--- src/rtl/palette_pkg.sv ---
// Shared palette definition: per-channel level tables, decision thresholds and index layout.
// Also the single source of the 256-entry palette colour table.
package palette_pkg;

    localparam int RG_N = 7;
    localparam int B_N  = 3;

    // Element 0 sits at the LSB end, so code k selects entry [k].
    localparam logic [RG_N-1:0][7:0] RG_THR = {8'hEF, 8'hC8, 8'hA0, 8'h80, 8'h60, 8'h38, 8'h10};
    localparam logic [RG_N:0][7:0]   RG_LVL = {8'hFF, 8'hE0, 8'hB0, 8'h90, 8'h70, 8'h50, 8'h20, 8'h00};
    localparam logic [B_N-1:0][7:0]  B_THR  = {8'hD7, 8'h80, 8'h28};
    localparam logic [B_N:0][7:0]    B_LVL  = {8'hFF, 8'hB0, 8'h50, 8'h00};

    typedef struct packed {
        logic [2:0] r;
        logic [2:0] g;
        logic [1:0] b;
    } pal_index_t;

    function automatic logic [23:0] palette_rom(input pal_index_t idx);
        return {RG_LVL[idx.r], RG_LVL[idx.g], B_LVL[idx.b]};
    endfunction

endpackage

--- src/rtl/palette_quantizer_if.sv ---
// Pixel-in / index-out streaming bundle of the palette quantizer, plus its frame statistics.
interface palette_quantizer_if #(
    parameter int CNT_W = 20
);
    logic             in_valid;
    logic             in_ready;
    logic [23:0]      in_rgb;
    logic             in_sof;
    logic             out_valid;
    logic             out_ready;
    logic [7:0]       out_index;
    logic             out_exact;
    logic             out_sof;
    logic [CNT_W-1:0] pix_count;
    logic [CNT_W-1:0] exact_count;

    modport master (
        output in_valid, in_rgb, in_sof, out_ready,
        input  in_ready, out_valid, out_index, out_exact, out_sof, pix_count, exact_count
    );

    modport slave (
        input  in_valid, in_rgb, in_sof, out_ready,
        output in_ready, out_valid, out_index, out_exact, out_sof, pix_count, exact_count
    );
endinterface

--- src/rtl/palette_channel_quant.sv ---
// One colour channel: level code = number of thresholds strictly exceeded,
// exact = value sits precisely on the chosen level.
module palette_channel_quant #(
    parameter int N  = 7,
    parameter int CW = 3
) (
    input  logic [7:0]        value_i,
    input  logic [N-1:0][7:0] thr_i,
    input  logic [N:0][7:0]   lvl_i,
    output logic [CW-1:0]     code_o,
    output logic              exact_o
);

    logic [CW-1:0] cnt_s;

    // Thermometer count; a value equal to a threshold stays on the lower level.
    always_comb begin
        cnt_s = {CW{1'b0}};
        for (int k = 0; k < N; k++) begin
            if (value_i > thr_i[k]) begin
                cnt_s = cnt_s + {{(CW-1){1'b0}}, 1'b1};
            end else begin
                cnt_s = cnt_s;
            end
        end
    end

    assign code_o  = cnt_s;
    assign exact_o = (value_i == lvl_i[cnt_s]);

endmodule

--- src/rtl/palette_quantizer.sv ---
// Two-stage RGB888 -> 8-bit palette index quantizer with valid/ready flow control
// and per-frame pixel / exact-match counters.
module palette_quantizer
    import palette_pkg::*;
#(
    parameter int CNT_W = 20
) (
    input logic                clk,
    input logic                rst,
    palette_quantizer_if.slave bus
);

    localparam logic [CNT_W-1:0] CNT_ZERO = {CNT_W{1'b0}};
    localparam logic [CNT_W-1:0] CNT_ONE  = {{(CNT_W-1){1'b0}}, 1'b1};
    localparam logic [CNT_W-1:0] CNT_MAX  = {CNT_W{1'b1}};

    logic [2:0] r_code_s;
    logic [2:0] g_code_s;
    logic [1:0] b_code_s;
    logic       r_exact_s;
    logic       g_exact_s;
    logic       b_exact_s;

    logic       s1_valid_q, s1_valid_d;
    logic [2:0] s1_r_q, s1_r_d;
    logic [2:0] s1_g_q, s1_g_d;
    logic [1:0] s1_b_q, s1_b_d;
    logic [2:0] s1_exact_q, s1_exact_d;
    logic       s1_sof_q, s1_sof_d;

    logic       s2_valid_q, s2_valid_d;
    pal_index_t s2_idx_q, s2_idx_d;
    logic       s2_exact_q, s2_exact_d;
    logic       s2_sof_q, s2_sof_d;

    logic [CNT_W-1:0] pix_q, pix_d;
    logic [CNT_W-1:0] exact_q, exact_d;

    logic s1_ready_s;
    logic s2_ready_s;
    logic in_fire_s;
    logic out_fire_s;

    palette_channel_quant #(.N(RG_N), .CW(3)) u_quant_r (
        .value_i (bus.in_rgb[23:16]),
        .thr_i   (RG_THR),
        .lvl_i   (RG_LVL),
        .code_o  (r_code_s),
        .exact_o (r_exact_s)
    );

    palette_channel_quant #(.N(RG_N), .CW(3)) u_quant_g (
        .value_i (bus.in_rgb[15:8]),
        .thr_i   (RG_THR),
        .lvl_i   (RG_LVL),
        .code_o  (g_code_s),
        .exact_o (g_exact_s)
    );

    palette_channel_quant #(.N(B_N), .CW(2)) u_quant_b (
        .value_i (bus.in_rgb[7:0]),
        .thr_i   (B_THR),
        .lvl_i   (B_LVL),
        .code_o  (b_code_s),
        .exact_o (b_exact_s)
    );

    // A stage may take new data when it is empty or its content leaves this cycle.
    assign s2_ready_s   = ~s2_valid_q | bus.out_ready;
    assign s1_ready_s   = ~s1_valid_q | s2_ready_s;
    assign bus.in_ready = s1_ready_s & ~rst;
    assign in_fire_s    = bus.in_valid & bus.in_ready;
    assign out_fire_s   = s2_valid_q & bus.out_ready;

    // Pipeline next-state: stage 1 captures channel codes, stage 2 packs the index.
    always_comb begin
        s1_valid_d = s1_valid_q;
        s1_r_d     = s1_r_q;
        s1_g_d     = s1_g_q;
        s1_b_d     = s1_b_q;
        s1_exact_d = s1_exact_q;
        s1_sof_d   = s1_sof_q;
        s2_valid_d = s2_valid_q;
        s2_idx_d   = s2_idx_q;
        s2_exact_d = s2_exact_q;
        s2_sof_d   = s2_sof_q;

        if (s1_ready_s) begin
            s1_valid_d = in_fire_s;
        end else begin
            s1_valid_d = s1_valid_q;
        end

        if (in_fire_s) begin
            s1_r_d     = r_code_s;
            s1_g_d     = g_code_s;
            s1_b_d     = b_code_s;
            s1_exact_d = {r_exact_s, g_exact_s, b_exact_s};
            s1_sof_d   = bus.in_sof;
        end else begin
            s1_sof_d   = s1_sof_q;
        end

        if (s2_ready_s) begin
            s2_valid_d = s1_valid_q;
        end else begin
            s2_valid_d = s2_valid_q;
        end

        // Output fields only change when a real pixel moves in, so they hold under stall.
        if (s2_ready_s && s1_valid_q) begin
            s2_idx_d.r = s1_r_q;
            s2_idx_d.g = s1_g_q;
            s2_idx_d.b = s1_b_q;
            s2_exact_d = &s1_exact_q;
            s2_sof_d   = s1_sof_q;
        end else begin
            s2_sof_d   = s2_sof_q;
        end
    end

    // Frame statistics advance only on output transfers and saturate at all-ones.
    always_comb begin
        pix_d   = pix_q;
        exact_d = exact_q;
        if (out_fire_s) begin
            if (s2_sof_q) begin
                pix_d   = CNT_ONE;
                exact_d = s2_exact_q ? CNT_ONE : CNT_ZERO;
            end else begin
                if (pix_q != CNT_MAX) begin
                    pix_d = pix_q + CNT_ONE;
                end else begin
                    pix_d = pix_q;
                end
                if (s2_exact_q && (exact_q != CNT_MAX)) begin
                    exact_d = exact_q + CNT_ONE;
                end else begin
                    exact_d = exact_q;
                end
            end
        end else begin
            pix_d   = pix_q;
            exact_d = exact_q;
        end
    end

    // State registers; reset discards every in-flight pixel.
    always_ff @(posedge clk or posedge rst) begin
        if (rst) begin
            s1_valid_q <= 1'b0;
            s1_r_q     <= 3'd0;
            s1_g_q     <= 3'd0;
            s1_b_q     <= 2'd0;
            s1_exact_q <= 3'b000;
            s1_sof_q   <= 1'b0;
            s2_valid_q <= 1'b0;
            s2_idx_q   <= pal_index_t'(8'h00);
            s2_exact_q <= 1'b0;
            s2_sof_q   <= 1'b0;
            pix_q      <= CNT_ZERO;
            exact_q    <= CNT_ZERO;
        end else begin
            s1_valid_q <= s1_valid_d;
            s1_r_q     <= s1_r_d;
            s1_g_q     <= s1_g_d;
            s1_b_q     <= s1_b_d;
            s1_exact_q <= s1_exact_d;
            s1_sof_q   <= s1_sof_d;
            s2_valid_q <= s2_valid_d;
            s2_idx_q   <= s2_idx_d;
            s2_exact_q <= s2_exact_d;
            s2_sof_q   <= s2_sof_d;
            pix_q      <= pix_d;
            exact_q    <= exact_d;
        end
    end

    assign bus.out_valid   = s2_valid_q;
    assign bus.out_index   = s2_idx_q;
    assign bus.out_exact   = s2_exact_q;
    assign bus.out_sof     = s2_sof_q;
    assign bus.pix_count   = pix_q;
    assign bus.exact_count = exact_q;

endmodule
--- src/flat_wrapper.sv ---
// flat-port wrapper written by rule: the top's interface ports become plain ports
module palette_quantizer_flat import palette_pkg::*;
#(
    parameter int CNT_W = 20
)
  (clk, rst, bus_in_valid, bus_in_rgb, bus_in_sof, bus_out_ready, bus_in_ready, bus_out_valid, bus_out_index, bus_out_exact, bus_out_sof, bus_pix_count, bus_exact_count);
  palette_quantizer_if #(.CNT_W(CNT_W)) bus_i ();
  input logic clk;
  input logic rst;
  input wire logic [$bits(bus_i.in_valid)-1:0] bus_in_valid;
  input wire logic [$bits(bus_i.in_rgb)-1:0] bus_in_rgb;
  input wire logic [$bits(bus_i.in_sof)-1:0] bus_in_sof;
  input wire logic [$bits(bus_i.out_ready)-1:0] bus_out_ready;
  output wire logic [$bits(bus_i.in_ready)-1:0] bus_in_ready;
  output wire logic [$bits(bus_i.out_valid)-1:0] bus_out_valid;
  output wire logic [$bits(bus_i.out_index)-1:0] bus_out_index;
  output wire logic [$bits(bus_i.out_exact)-1:0] bus_out_exact;
  output wire logic [$bits(bus_i.out_sof)-1:0] bus_out_sof;
  output wire logic [$bits(bus_i.pix_count)-1:0] bus_pix_count;
  output wire logic [$bits(bus_i.exact_count)-1:0] bus_exact_count;
  assign bus_i.in_valid = bus_in_valid;
  assign bus_i.in_rgb = bus_in_rgb;
  assign bus_i.in_sof = bus_in_sof;
  assign bus_i.out_ready = bus_out_ready;
  assign bus_in_ready = bus_i.in_ready;
  assign bus_out_valid = bus_i.out_valid;
  assign bus_out_index = bus_i.out_index;
  assign bus_out_exact = bus_i.out_exact;
  assign bus_out_sof = bus_i.out_sof;
  assign bus_pix_count = bus_i.pix_count;
  assign bus_exact_count = bus_i.exact_count;
  palette_quantizer #(.CNT_W(CNT_W)) u_core (.clk(clk), .rst(rst), .bus(bus_i));
endmodule
--- config.mk ---
export PLATFORM = sky130hd
export DESIGN_NAME = palette_quantizer_flat
export DESIGN_NICKNAME = d
export VERILOG_FILES = /design/src/rtl/palette_pkg.sv /design/src/rtl/palette_quantizer_if.sv /design/src/rtl/palette_channel_quant.sv /design/src/rtl/palette_quantizer.sv /design/src/flat_wrapper.sv
export SDC_FILE = /design/constraint.sdc
export NUM_CORES = 1
export LEC_CHECK = 0
export BUFFER_PORTS_ARGS = -buffer_cell sky130_fd_sc_hd__buf_2
export CORE_UTILIZATION = 41
export CTS_BUF_LIST = sky130_fd_sc_hd__clkbuf_16
export DETAILED_ROUTE_END_ITERATION = 7
export GPL_TIMING_DRIVEN = 0
export HOLD_SLACK_MARGIN = 0.05
export PLACE_DENSITY = 0.63
export SLEW_MARGIN = 20
export SYNTH_ARGS = -nofsm -noshare
export SYNTH_HDL_FRONTEND = slang
export SYNTH_SLANG_ARGS = --single-unit
--- constraint.sdc ---
create_clock -name clk -period 3.83 [get_ports clk]
set_input_delay 0.766 -clock clk [delete_from_list [all_inputs] [get_ports clk]]
set_output_delay 0.766 -clock clk [all_outputs]
set_load 0.02 [all_outputs]
# Word level (Yosys, flattened, before mapping)
# Memory sizes are Yosys's and may differ from the RTL's.
# Index checks and enable logic that the tools add are counted.
word_totals:
  elab_cells: 98
  out_inout_bits: 52
  mem_count: 2
  mem_bits_ro: 128
  register_bits: 64
  in_bits: 29
memory_table:
  columns: ["name", "depth", "word_bits", "rd", "rd_clocked_by_memory_dff", "write_ports", "line", "text"]
  rows:
  - ["(no name shown)", 8, 8, 1, 0, 0, "palette_channel_quant.sv:29", "assign exact_o = (value_i == lvl_i[cnt_s]);"]
  - ["(no name shown)", 8, 8, 1, 0, 0, "palette_channel_quant.sv:29", null]
classes:
  n_mux: 26
  magnitude_cmp: 20
  addsub: 16
  bitwise_logic: 8
  n_eq_ne: 5
  n_reduce_logical: 7
op_table:
  columns: ["operator", "count"]
  rows:
  - ["> comparator 8 bit, second input constant", 10]
  - ["two-way mux 20 bit", 4]
  - ["adder 20 x 1 -> 20 bit, second input constant", 2]
  - ["inequality test 20 bit, second input constant", 2]
  - ["adder 3 x 1 -> 3 bit, second input constant", 12]
  - ["two-way mux 3 bit", 12]
  - ["equality test 8 bit", 3]
  - ["> comparator 8 x 6 -> 1 bit, second input constant", 3]
  - ["two-way mux 8 bit", 3]
  - ["binary-select mux 8 bit (select 2 bit)", 1]
  - ["> comparator 8 x 5 -> 1 bit, second input constant", 2]
  - ["> comparator 8 x 7 -> 1 bit, second input constant", 2]
  - ["< comparator 3 x 4 -> 1 bit, second input constant", 2]
  - ["adder 2 x 1 -> 2 bit, second input constant", 2]
  - ["two-way mux 1 bit", 4]
  - ["two-way mux 2 bit", 2]
  - ["AND reduction 2 bit", 2]
  - ["nonzero test 2 bit", 2]
  - ["bitwise AND 1 bit", 3]
  - ["< comparator 2 x 3 -> 1 bit, second input constant", 1]
  - ["NOT 1 bit", 3]
  - ["AND reduction 3 bit", 1]
  - ["logical AND 1 bit", 2]
  - ["bitwise OR 1 bit", 2]

# Longest topological paths before layout
# Gate-level depths: netlist of run 1.
depth:
  ltp_word: 17
  mapped_depth: 28
  mapped_depth_nobuf: 27

# Cells and area by module
# Synthesis of run 1 repeated with hierarchy kept, for this count alone.
unflattened:
  hier_cells: 1192
  hier_area_um2: 9853.2
modules_own_cells:
  columns: ["module", "seq_area_each_um2", "n_inst", "cells_each", "area_each_um2"]
  rows:
  - ["palette_quantizer", 1601.5, 1, 342, 3385.7]
  - ["palette_channel_quant (u_core.u_quant_r)", 0.0, 1, 367, 2650.0]
  - ["palette_channel_quant (u_core.u_quant_g)", 0.0, 1, 312, 2409.8]
  - ["palette_channel_quant (u_core.u_quant_b)", 0.0, 1, 171, 1407.6]

# Worst setup path before layout of run 1
# No wires, ideal clock.
synth_path:
  kind: "input to register"
  startpoint: "in bus_in_rgb[19]"
  endpoint: "reg u_core.s1_exact_q[2]"
  slack_ns: -2.022
  path_buffers: 1
  setup_time_ns: 0.122
  t_required_ns: 3.708
  path_stages: 25
  arrival_ns: 5.730
  path_cell_list: "nor4_2 > o21ai_0 > ha_1 > clkbuf_1 > xor2_1 > ha_1 > a21o_1 > a31oi_1 > o21ai_0 > ha_1 > a211oi_1 > a21oi_1 > ha_1 > inv_1 > mux2_2 > a21oi_1 > ha_1 > nand3_1 > xor2_1 > nor2_1 > xnor2_1 > xnor2_2 > a211oi_1 > o32a_1 > a32o_1"
synth_between:
  elab_chain_len: 17
  word_cells_on_any_way: 23
  cone_classes: "add/sub (6); order compare (7); eq/ne (1); mux (8); memory (1)"
synth_rtl:
  columns: ["element", "line", "text"]
  rows:
  - ["start: declaration", "flat_wrapper.sv:11", "input wire logic [$bits(bus_i.in_rgb)-1:0] bus_in_rgb;"]
  - ["> comparator 8 x 5 -> 1 bit", "palette_channel_quant.sv:20", "if (value_i > thr_i[k]) begin"]
  - ["two-way mux 1 bit", "palette_channel_quant.sv:20", null]
  - ["adder 3 x 1 -> 3 bit", "palette_channel_quant.sv:21", "cnt_s = cnt_s + {{(CW-1){1'b0}}, 1'b1};"]
  - ["two-way mux 3 bit", "palette_channel_quant.sv:20", null]
  - ["adder 3 x 1 -> 3 bit", "palette_channel_quant.sv:21", null]
  - ["two-way mux 3 bit", "palette_channel_quant.sv:20", null]
  - ["adder 3 x 1 -> 3 bit", "palette_channel_quant.sv:21", null]
  - ["two-way mux 3 bit", "palette_channel_quant.sv:20", null]
  - ["adder 3 x 1 -> 3 bit", "palette_channel_quant.sv:21", null]
  - ["two-way mux 3 bit", "palette_channel_quant.sv:20", null]
  - ["adder 3 x 1 -> 3 bit", "palette_channel_quant.sv:21", null]
  - ["two-way mux 3 bit", "palette_channel_quant.sv:20", null]
  - ["adder 3 x 1 -> 3 bit", "palette_channel_quant.sv:21", null]
  - ["two-way mux 3 bit", "palette_channel_quant.sv:20", null]
  - ["memory read (8 x 8 bit)", null, null]
  - ["two-way mux 8 bit (implied by the code)", "palette_channel_quant.sv:29", null]
  - ["equality test 8 bit *", "palette_channel_quant.sv:29", null]
  - ["end signal: assignment", "palette_quantizer.sv:168", "s1_exact_q <= s1_exact_d;"]
  - ["end: declaration", "palette_quantizer.sv:28", "logic [2:0] s1_exact_q, s1_exact_d;"]
# Mark *: on every way between the ends. The rest lies on a longest branch, timed or not. The select of a mux whose other input is x is not followed.
# A chain may end at the register's enable or synchronous reset.

# Final worst setup path of run 1
layout_path:
  startpoint: "in bus_in_rgb[17]"
  endpoint: "reg u_core.s1_exact_q[2]"
# The elaborated chain is that of the path after synthesis.

==> run metrics, run 1 <==
status=complete, but fails checks; failing checks=setup timing; worst-skew pair later-pin latency=around 0.33 ns; DRC Markers=0; YS warnings=0; CTS clk-pin slew, worst paths=approximately 0.050 ns; register area=1600 sq um; Setup Skew=roughly 0.0064 ns; Placed Cells=about 720; Peak VDD IR=0.221 mV; FFs w/ async S/R, synth=100%; WS Path Type=input port to flop; RePlAce Congestion=0.877; top post-synthesis cells by area=dfrtp_1 (37%), nor2_1 (4.6%), xor2_1 (4.6%), ha_1 (4.6%), nand2_1 (4.5%); Leakage=0.00271 uW; filler-free cell count of the finished design=between 700 and 800; Max Freq=around 180 MHz; unrepaired setup endpoints after global routing=true; Cells after Synth=507; via count=roughly 4200; worst-path maximum fanout=5; routed len/inst=14.9 um; PortBufs=a little under 80; clock sinks=64; post-synthesis cell area=4380 sq um; HP Class=input port to async pin; Max-slew headroom=approximately 34%; initial antenna violation count=0; Root Buffer=clkbuf_16; synth unique cells=between 50 and 60; clock tree from TritonCTS=yes; TritonCTS Buffers=9; Initial Utilization=42.4%; largest net degree at the start of global routing=40; Initial DRC Count=between 200 and 250; Fillers=around 920; Hold Violations, Final=0; ys flop type=dfrtp_1; hold slack=roughly 0.44 ns; DP Wirelength=~8000 um; area occupied by multi-input gates=3020 sq um; Critical Path AT=approximately 5.7 ns; crit path launch type=input port; I/O Pins=between 80 and 90; 1st-pass router iterations=5; Final ANT Viol Nets=0; setup TNS=-6.08 ns; first-pass GRT wire length=between 15000 and 20000 um; setup violators final=6; vias in the first global route=4037; Max-Cap Viols=0; DP Worst Slack=-2.48 ns; row count=37; Syn Nets=552; share of cells above drive strength 1=33.6%; Syn Area/Cell=about 8.6 sq um; min Tclk post-route=about 5.5 ns; GRT overflow=0; dominant cell type by area after synthesis=dfrtp_1; Seq cells post-synth=64; Post-synth EDFFs=0; sequential-to-total area share from yosys stat=between 30 and 40%; Core Area=approximately 10000 sq um; top-area cell type share of the netlist area=between 30% and 40%; Die X=105 um; Crit. End Element=flop; Die H=105 um; htree depth=3; full die area=roughly 11000 sq um; worst setup margin=-1.67 ns; # hold bufs at CTS=0; final slew viol count=0; # diodes=0; Area Growth Syn to Fin=37.3%; final WL=11500 um; maximum root-to-sink buffer count=2; Pwr per Cell Area=around 410 nW/um^2; Tot GR Track Use=a little over 20%; Final nets=~670; Slew @ Worst Pin=between 0.9 and 1 ns; Final Cycle Share=144%; Critical Path RT=~4 ns; DR vias/cell=around 5.5
## critical path, stage by stage
cell,delay [ns]
buf_8,0.11
or4_4,0.57
o21ai_4,0.17
inv_2,0.06
nand2_2,0.09
nand2_4,0.06
xor2_1,0.16
ha_1,0.29
a21o_1,0.19
a31oi_4,0.18
o21ai_1,0.09
ha_1,0.30
a211oi_2,0.20
a21oi_1,0.07
ha_1,0.29
inv_1,0.03
mux2_4,0.27
a21oi_4,0.17
ha_4,0.15
nand3_2,0.06
xor2_1,0.16
nor2_1,0.06
xnor2_1,0.27
xnor2_2,0.17
buf_4,0.19
and4_1,0.17
o32a_1,0.17
a32o_1,0.24
## final cells by class
class | count | area share (%)
buffer | 18 | 1.77
multi-input combinational | 400 | 50.3
inverter | 24 | 1.54
tap | 136 | 2.83
clock inverter | 7 | 0.916
timing repair buffer | 112 | 12.3
clock buffer | 9 | 3.75
sequential | 64 | 26.6
## routing by layer
layer | vias up | share of wire [%] | global-route usage (%)
met3 | 17 | 4.0 | 3.15
li1 | 2076 | - | -
met4 | 0 | 1.4 | 7.04
met2 | 113 | 50 | 35.6
met5 | - | 0 | 0
met1 | 2007 | 44 | 26.0
## timing repair
action / in CTS / in global routing
buffers inserted: 28 / 10
gates cloned: 1 / 0
pin swaps: 29 / 34
resized for setup: 42 / 47
endpoints found under the setup margin: 6 / 6
## layout by cell type (no fill, tap or decap), types with 8 or more instances in the layout
master / Yosys / final
nor3_1: 9 / 8
ha_1: 16 / 11
nor2_1: 54 / 51
xor2_1: 23 / 22
buf_4: 0 / 33
buf_2: 4 / 75
a21oi_1: 31 / 28
inv_1: 23 / 21
nand3_1: 21 / 17
or3_1: 13 / 13
xnor2_1: 19 / 16
nand4_1: 10 / 10
mux2_2: 15 / 12
dfrtp_1: 64 / 64
o21ai_0: 31 / 24
clkbuf_16: 0 / 9
nand2_1: 52 / 48
## flip-flops by register name, summed over array words and instances, names as in the netlist
register and flops:
u_core.bus.out_exact 1, u_core.s1_sof_q 1, u_core.s1_b_q 2, u_core.s1_exact_q 3, u_core.bus.pix_count 20, u_core.bus.out_sof 1, u_core.bus.out_valid 1, u_core.bus.out_index 8
u_core.s1_r_q 3, u_core.s1_g_q 3, u_core.bus.exact_count 20, u_core.s1_valid_q 1
## stage by stage
step | cell area [sq um] | utilization [%] | power (uW)
4_1_cts | 5760 | 55.8 | 2430
3_5_place_dp | 5080 | 49.2 | 1570
3_3_place_gp | 5060 | 49.0 | 1550
6_report | 6010 | 58.2 | 2490
2_1_floorplan | 4500 | - | 1350
5_1_grt | 6010 | 58.2 | 2620
## worst paths after layout
path                                                     start                                endpoint  slack (ns)  cells past startpoint
setup / recovery                                bus_in_rgb[17]        u_core.s1_exact_q[2]$_DFFE_PP0P_       -1.67                     28
hold / removal                                             rst     u_core.bus.pix_count[4]$_DFFE_PP0P_        0.44                      2
setup reg to reg           u_core.bus.pix_count[3]$_DFFE_PP0P_    u_core.bus.pix_count[11]$_DFFE_PP0P_        1.15                      9
hold reg to reg                   u_core.s1_b_q[1]$_DFFE_PP0P_            u_core.s1_b_q[1]$_DFFE_PP0P_        0.48                      2
max in group asynchronous                                  rst  u_core.bus.exact_count[19]$_DFFE_PP0P_        2.87                      3
min in group clk                  u_core.s1_b_q[1]$_DFFE_PP0P_            u_core.s1_b_q[1]$_DFFE_PP0P_        0.48                      2
## power by group
part,internal [uW],switching [uW],total (uW)
logic,384,488,871
registers,777,83.1,860
clock network,491,272,763
## logic make-up after synthesis
group | after synthesis | share of synthesized area, %
compound gates | 115 | 16.9
xor+xnor | 44 | 9.15
mux | 22 | 5.46
simple gates | 202 | 23.4
flops | 64 | 36.6
fa+ha+maj | 16 | 4.57
buf+inv | 44 | 3.89
## cell usage after synthesis, drive strengths merged, types with 5 or more instances
| cell type | instances |
|---|---|
| a21oi | 31 |
| dfrtp | 64 |
| clkbuf | 16 |
| nor3 | 9 |
| o21ai | 32 |
| a211oi | 6 |
| and4 | 7 |
| xor2 | 23 |
| nor4 | 5 |
| nor2 | 54 |
| inv | 23 |
| a31oi | 6 |
| or3 | 13 |
| nand3 | 21 |
| nand4 | 10 |
| mux2 | 15 |
| mux2i | 7 |
| nand2 | 52 |
| ha | 16 |
| nor2b | 6 |
| xnor2 | 21 |
| o31ai | 7 |
Power figures use the tool's default switching activity.
==> inputs of run 2 (changes only) <==
--- a/config.mk
+++ b/config.mk
@@ -6,12 +6,12 @@
 export NUM_CORES = 1
 export LEC_CHECK = 0
 export BUFFER_PORTS_ARGS = -buffer_cell sky130_fd_sc_hd__buf_2
-export CORE_UTILIZATION = 41
+export CORE_UTILIZATION = 60
 export CTS_BUF_LIST = sky130_fd_sc_hd__clkbuf_16
 export DETAILED_ROUTE_END_ITERATION = 7
 export GPL_TIMING_DRIVEN = 0
 export HOLD_SLACK_MARGIN = 0.05
-export PLACE_DENSITY = 0.63
+export PLACE_DENSITY = 0.86
 export SLEW_MARGIN = 20
 export SYNTH_ARGS = -nofsm -noshare
 export SYNTH_HDL_FRONTEND = slang
==> run 2 against run 1 <==
- the flow still finishes with violations (setup timing)
- critical endpoint unchanged
- hold slack lost 0.048 ns
- clock skew shrank 0.0022 ns
- fmax shrank 1.7%
- clock power grew 2%
- die area shrank 31%
- final cell count shrank 2.6%
==> run metrics, run 2 (synthesized netlist as in run 1, its figures left out) <==
status=complete, but fails checks; clock tree from TritonCTS=yes; Area Growth Syn to Fin=42.1%; Crit path top cell by count=ha_4; Peak VDD IR=approximately 0.23 mV; crit-path max cell delay=approximately 0.33 ns; routed len/inst=approximately 21 um; Slew @ Worst Pin=around 1.1 ns; via count=5064; DP Wirelength=about 7800 um; maximum root-to-sink buffer count=2; htree depth=3; DRC Markers=0; Leakage=~0.0028 uW; WS Path Type=input port to flop; fin util=about nine tenths; Root Buffer=clkbuf_16; final slew viol count=0; full die area=around 7600 sq um; row count=30; Core Area=roughly 6900 sq um; final WL=around 16000 um; PortBufs=77; Placed Area=between 5000 and 6000 sq um; r2r setup slk=0.98 ns; Final Cell Area=about 6200 sq um; Max-Cap Viols=0; largest net degree at the start of global routing=47; I/O Pins=81; unrepaired setup endpoints after global routing=true; DR vias/cell=between 6 and 7; Pwr per Cell Area=436 nW/um^2; Setup Skew=between 0.004 and 0.005 ns; leading cell type in the layout, fill and taps excluded=buf_2; CTS clk-pin slew, worst paths=~0.05 ns; share of cells above drive strength 1=a little under two fifths; Critical Path AT=between 5 and 6 ns; # hold bufs at CTS=0; Hold Violations, Final=0; min Tclk post-route=5.60 ns; 1st-pass router iterations=7; Max-slew headroom=a little over a quarter; commonest non-fill, non-tap cells in the layout=buf_2 (74), dfrtp_1 (64), nor2_1 (51); worst setup margin=-1.77 ns; Initial DRC Count=~450; # diodes=0; Crit. End Element=flop; clock sinks=64; setup violators final=6; Max Freq=roughly 180 MHz; crit path launch type=input port; Die X=just under 90 um; Critical Path RT=between 4 and 5 ns; HP Class=input port to async pin; Initial Utilization=between 60% and 70%; worst-path maximum fanout=5; vias in the first global route=between 4000 and 5000; Final nets=about 700; GRT overflow=0; Die H=slightly below 90 um; failing checks=setup timing; Final Cycle Share=146%; RePlAce Congestion=between 0.9 and 1; Tot GR Track Use=about 35%; Final ANT Viol Nets=0; initial antenna violation count=0; slowest CP cell=xnor2_2; TritonCTS Buffers=9; first-pass GRT wire length=approximately 21000 um; worst-skew pair later-pin latency=0.34 ns
==> run 2: timing repair <==
| action | CTS | global route |
|---|---|---|
| gates cloned | 1 | 0 |
| resized for setup | 53 | 60 |
| setup endpoints to repair | 6 | 6 |
| pin swaps | 29 | 36 |
| setup buffers | 44 | 15 |
==> run 2: path summary, 6_finish.rpt <==
path / startpoint / endpoint / depth (start not counted)
setup / recovery: bus_in_rgb[18] / u_core.s1_exact_q[2]$_DFFE_PP0P_ / 29
hold / removal: rst / u_core.s1_sof_q$_DFFE_PP0P_ / 2
setup reg to reg: u_core.bus.pix_count[10]$_DFFE_PP0P_ / u_core.bus.pix_count[16]$_DFFE_PP0P_ / 7
hold reg to reg: u_core.s1_g_q[1]$_DFFE_PP0P_ / u_core.s1_g_q[1]$_DFFE_PP0P_ / 2
max in group asynchronous: rst / u_core.bus.exact_count[5]$_DFFE_PP0P_ / 3
min in group clk: u_core.s1_g_q[1]$_DFFE_PP0P_ / u_core.s1_g_q[1]$_DFFE_PP0P_ / 2
==> run 2: final cells by class <==
| cell class | count | area, sq um |
|---|---|---|
| Buffer | 19 | 121 |
| Clock buffer | 9 | 225 |
| Clock inverter | 7 | 55.1 |
| Fill cell | 302 | 686 |
| Inverter | 24 | 95.1 |
| Multi-Input combinational cell | 400 | 3090 |
| Sequential cell | 64 | 1600 |
| Tap cell | 96 | 120 |
| Timing Repair Buffer | 131 | 913 |
==> run 2: power breakdown <==
part	total [uW]	switching [uW]	internal, uW	leakage, uW
Sequential	870	93.5	777	0.000853
Clock	778	287	491	0.000147
Combinational	1060	585	479	0.00184
==> run 2: stage by stage <==
stage               std cells  setup TNS, ns  hold WS, ns  setup slack, ns  total power, uW
floorplan                 507          -6.34        0.444            -1.72             1350
global placement          680          -9.18        0.460            -2.31             1530
detailed placement        681         -10.21        0.467            -2.52             1570
CTS                       742          -6.79        0.397            -1.63             2520
global route              750          -8.85        0.416            -1.96             2800
finish                    750          -7.93        0.396            -1.77             2710
==> run 2: metal layers <==
layer  part of all wire, %  global-route usage (%)
met4                   6.5                    22.2
met5                     0                       0
met2                    50                    62.7
met1                    35                    39.3
met3                   8.9                    6.26
==> run 2: worst max-delay path: cells and delay by family <==
kind / cells / cell delay, ns
buffers and inverters: 5 / 0.53
adder cells (fa/ha/maj): 5 / 1.19
AND/OR/NAND/NOR: 4 / 0.55
multiplexers: 1 / 0.28
AO/OA/AOI/OAI: 10 / 1.69
XOR/XNOR: 4 / 0.79
==> inputs of run 3 (changes only) <==
--- a/config.mk
+++ b/config.mk
@@ -12,6 +12,7 @@
 export GPL_TIMING_DRIVEN = 0
 export HOLD_SLACK_MARGIN = 0.05
 export PLACE_DENSITY = 0.86
+export RECOVER_POWER = 50
 export SLEW_MARGIN = 20
 export SYNTH_ARGS = -nofsm -noshare
 export SYNTH_HDL_FRONTEND = slang
==> run 3 against run 2 <==
- the flow finishes with violations (capacitance limit, slew limit, setup timing)
- global-route usage unchanged
- first-iteration DRC count fell by 5.5%
- clock power is essentially flat
- clock-buffer cell count unchanged
- critical endpoint unchanged
==> run metrics, run 3 (synthesized netlist as in run 1, its figures left out) <==
status=complete, but fails checks; failing checks=capacitance limit, slew limit, setup timing; final WL=~16000 um; first-pass GRT wire length=20800 um; CTS clk-pin slew, worst paths=~0.050 ns; share of cells above drive strength 1=between 30% and 40%; Critical Path AT=between 5 and 6 ns; DP Wirelength=7820 um; Max Freq=~180 MHz; worst-skew pair later-pin latency=roughly 0.34 ns; RePlAce Congestion=around 0.93; Leakage=0.00274 uW; 1st-pass router iterations=6; unrepaired setup endpoints after global routing=true; fin util=roughly 89%; routed len/inst=approximately 21 um; Clk pwr share=28.9%; # hold bufs at CTS=0; row count=30; crit path launch type=input port; Top delay family on crit path=compound AO/OA/AOI/OAI gates; Tot GR Track Use=a little over a third; sw frac=35.9%; power share of the sequential group=between 30% and 40%; GR Util met1=roughly two fifths; WS Path Type=input port to flop; GRT overflow=0; Setup Skew=around 0.0045 ns; Crit. End Element=flop; DRC Markers=0; Pwr per Cell Area=437 nW/um^2; Initial Utilization=63.4%; Critical path buffers and inverters=5; M3 GR Usage=6.26%; Gate power share=around two fifths; met2 Usage GRT=a little over three fifths; Final nets=around 700; Switch Pwr=about 970 uW; Max-Cap Viols=1; min Tclk post-route=roughly 5.6 ns; I/O Pins=81; Crit path top cell by count=ha_4; Final ANT Viol Nets=0; full die area=approximately 7600 sq um; R2R Path Start=u_core.bus.pix_count[10]$_DFFE_PP0P_; initial antenna violation count=0; DP Worst Slack=-2.52 ns; Die X=slightly below 90 um; worst-path maximum fanout=5; Die H=between 80 and 90 um; Hold Startpoint=u_core.s1_exact_q[1]$_DFFE_PP0P_; HP Class=flop to flop; Max-slew headroom=-38.2%; Area Growth Syn to Fin=41.0%; clock sinks=64; Critical Path RT=approximately 4.1 ns; Initial DRC Count=427; internal power=about 1700 uW; # diodes=0; via count=between 5000 and 6000; hold slack=about 0.49 ns; leading cell type in the layout, fill and taps excluded=dfrtp_1; maximum root-to-sink buffer count=2; final slew viol count=47; setup TNS=-7.98 ns; Final Power=around 2700 uW; Slew @ Worst Pin=roughly 2.1 ns; htree depth=3; largest net degree at the start of global routing=47; Core Area=around 6900 sq um; crit-path max cell delay=between 0.3 and 0.4 ns; Peak VDD IR=~0.23 mV; Final Cycle Share=147%; vias in the first global route=about 4500; Root Buffer=clkbuf_16; DR vias/cell=approximately 6.7; slowest CP cell=xnor2_2; CP Launch Point=bus_in_rgb[18]; clock tree from TritonCTS=yes; TritonCTS Buffers=9; setup violators final=6; GR peak layer=met2; commonest non-fill, non-tap cells in the layout=dfrtp_1 (64), buf_2 (52), nor2_1 (51); PortBufs=a little under 80; Hold Violations, Final=0; worst setup margin=-1.78 ns
## run 3: cell types whose count changed in the layout (fill, tap and decap cells not counted), sizes merged
cell,previous run,this run
inv,25,24
buf,138,115
clkdlybuf4s25,0,1
clkinvlp,0,1
clkbuf,21,43
## run 3: final timing paths
check                                                    endpoint  slack, ns  cells after the start
hold reg to reg                  u_core.s1_exact_q[1]$_DFFE_PP0P_       0.49                      2
max in group asynchronous  u_core.bus.exact_count[11]$_DFFE_PP0P_       0.66                      3
hold / removal                   u_core.s1_exact_q[1]$_DFFE_PP0P_       0.49                      2
min in group asynchronous          u_core.bus.out_sof$_DFFE_PP0P_       0.57                      2
setup / recovery                 u_core.s1_exact_q[2]$_DFFE_PP0P_      -1.78                     29
setup reg to reg             u_core.bus.pix_count[16]$_DFFE_PP0P_       0.99                      7
## run 3: metal layers
metal  vias up  part of all wire, %
met5         -                    0
met4         0                  6.4
met3       124                  8.2
met2       397                   50
met1      2393                   36
li1       2113                    -
## run 3: timing repair
item | in CTS | in global routing
setup buffers | 44 | 15
hold endpoints to repair | 0 | 0
resized for setup | 53 | 60
endpoints found under the setup margin | 6 | 6
cloned | 1 | 0
pin swaps | 29 | 36
## run 3: power by group through the flow
| stage | clock, uW | sequential (uW) | combinational, uW |
|---|---|---|---|
| floorplan | 0 | 944 | 409 |
| global placement | 0 | 862 | 666 |
| detailed placement | 0 | 868 | 701 |
| CTS | 774 | 858 | 892 |
| global route | 806 | 880 | 1100 |
| finish | 780 | 871 | 1050 |
## run 3: layout make-up
type | instances | area, sq um
Inverter | 24 | 93.8
Timing Repair Buffer | 131 | 868
Sequential cell | 64 | 1600
Buffer | 19 | 121
Tap cell | 96 | 120
Clock buffer | 9 | 225
Multi-Input combinational cell | 400 | 3090
Fill cell | 320 | 732
Clock inverter | 7 | 55.1
## run 3: metrics by stage
stage | std cells | instance area [sq um]
2_1_floorplan | 507 | 4500
3_3_place_gp | 680 | 5010
3_5_place_dp | 681 | 5040
4_1_cts | 742 | 5900
5_1_grt | 750 | 6170
6_report | 750 | 6170
## run 3: worst reg2reg max path, stage by stage (launching register included)
cell	delay, ns
dfrtp_1	0.44
and4_1	0.32
nand4_1	0.21
o41a_1	0.34
nor4b_1	0.91
nand4_1	0.22
xor2_1	0.21
nor2_1	0.06
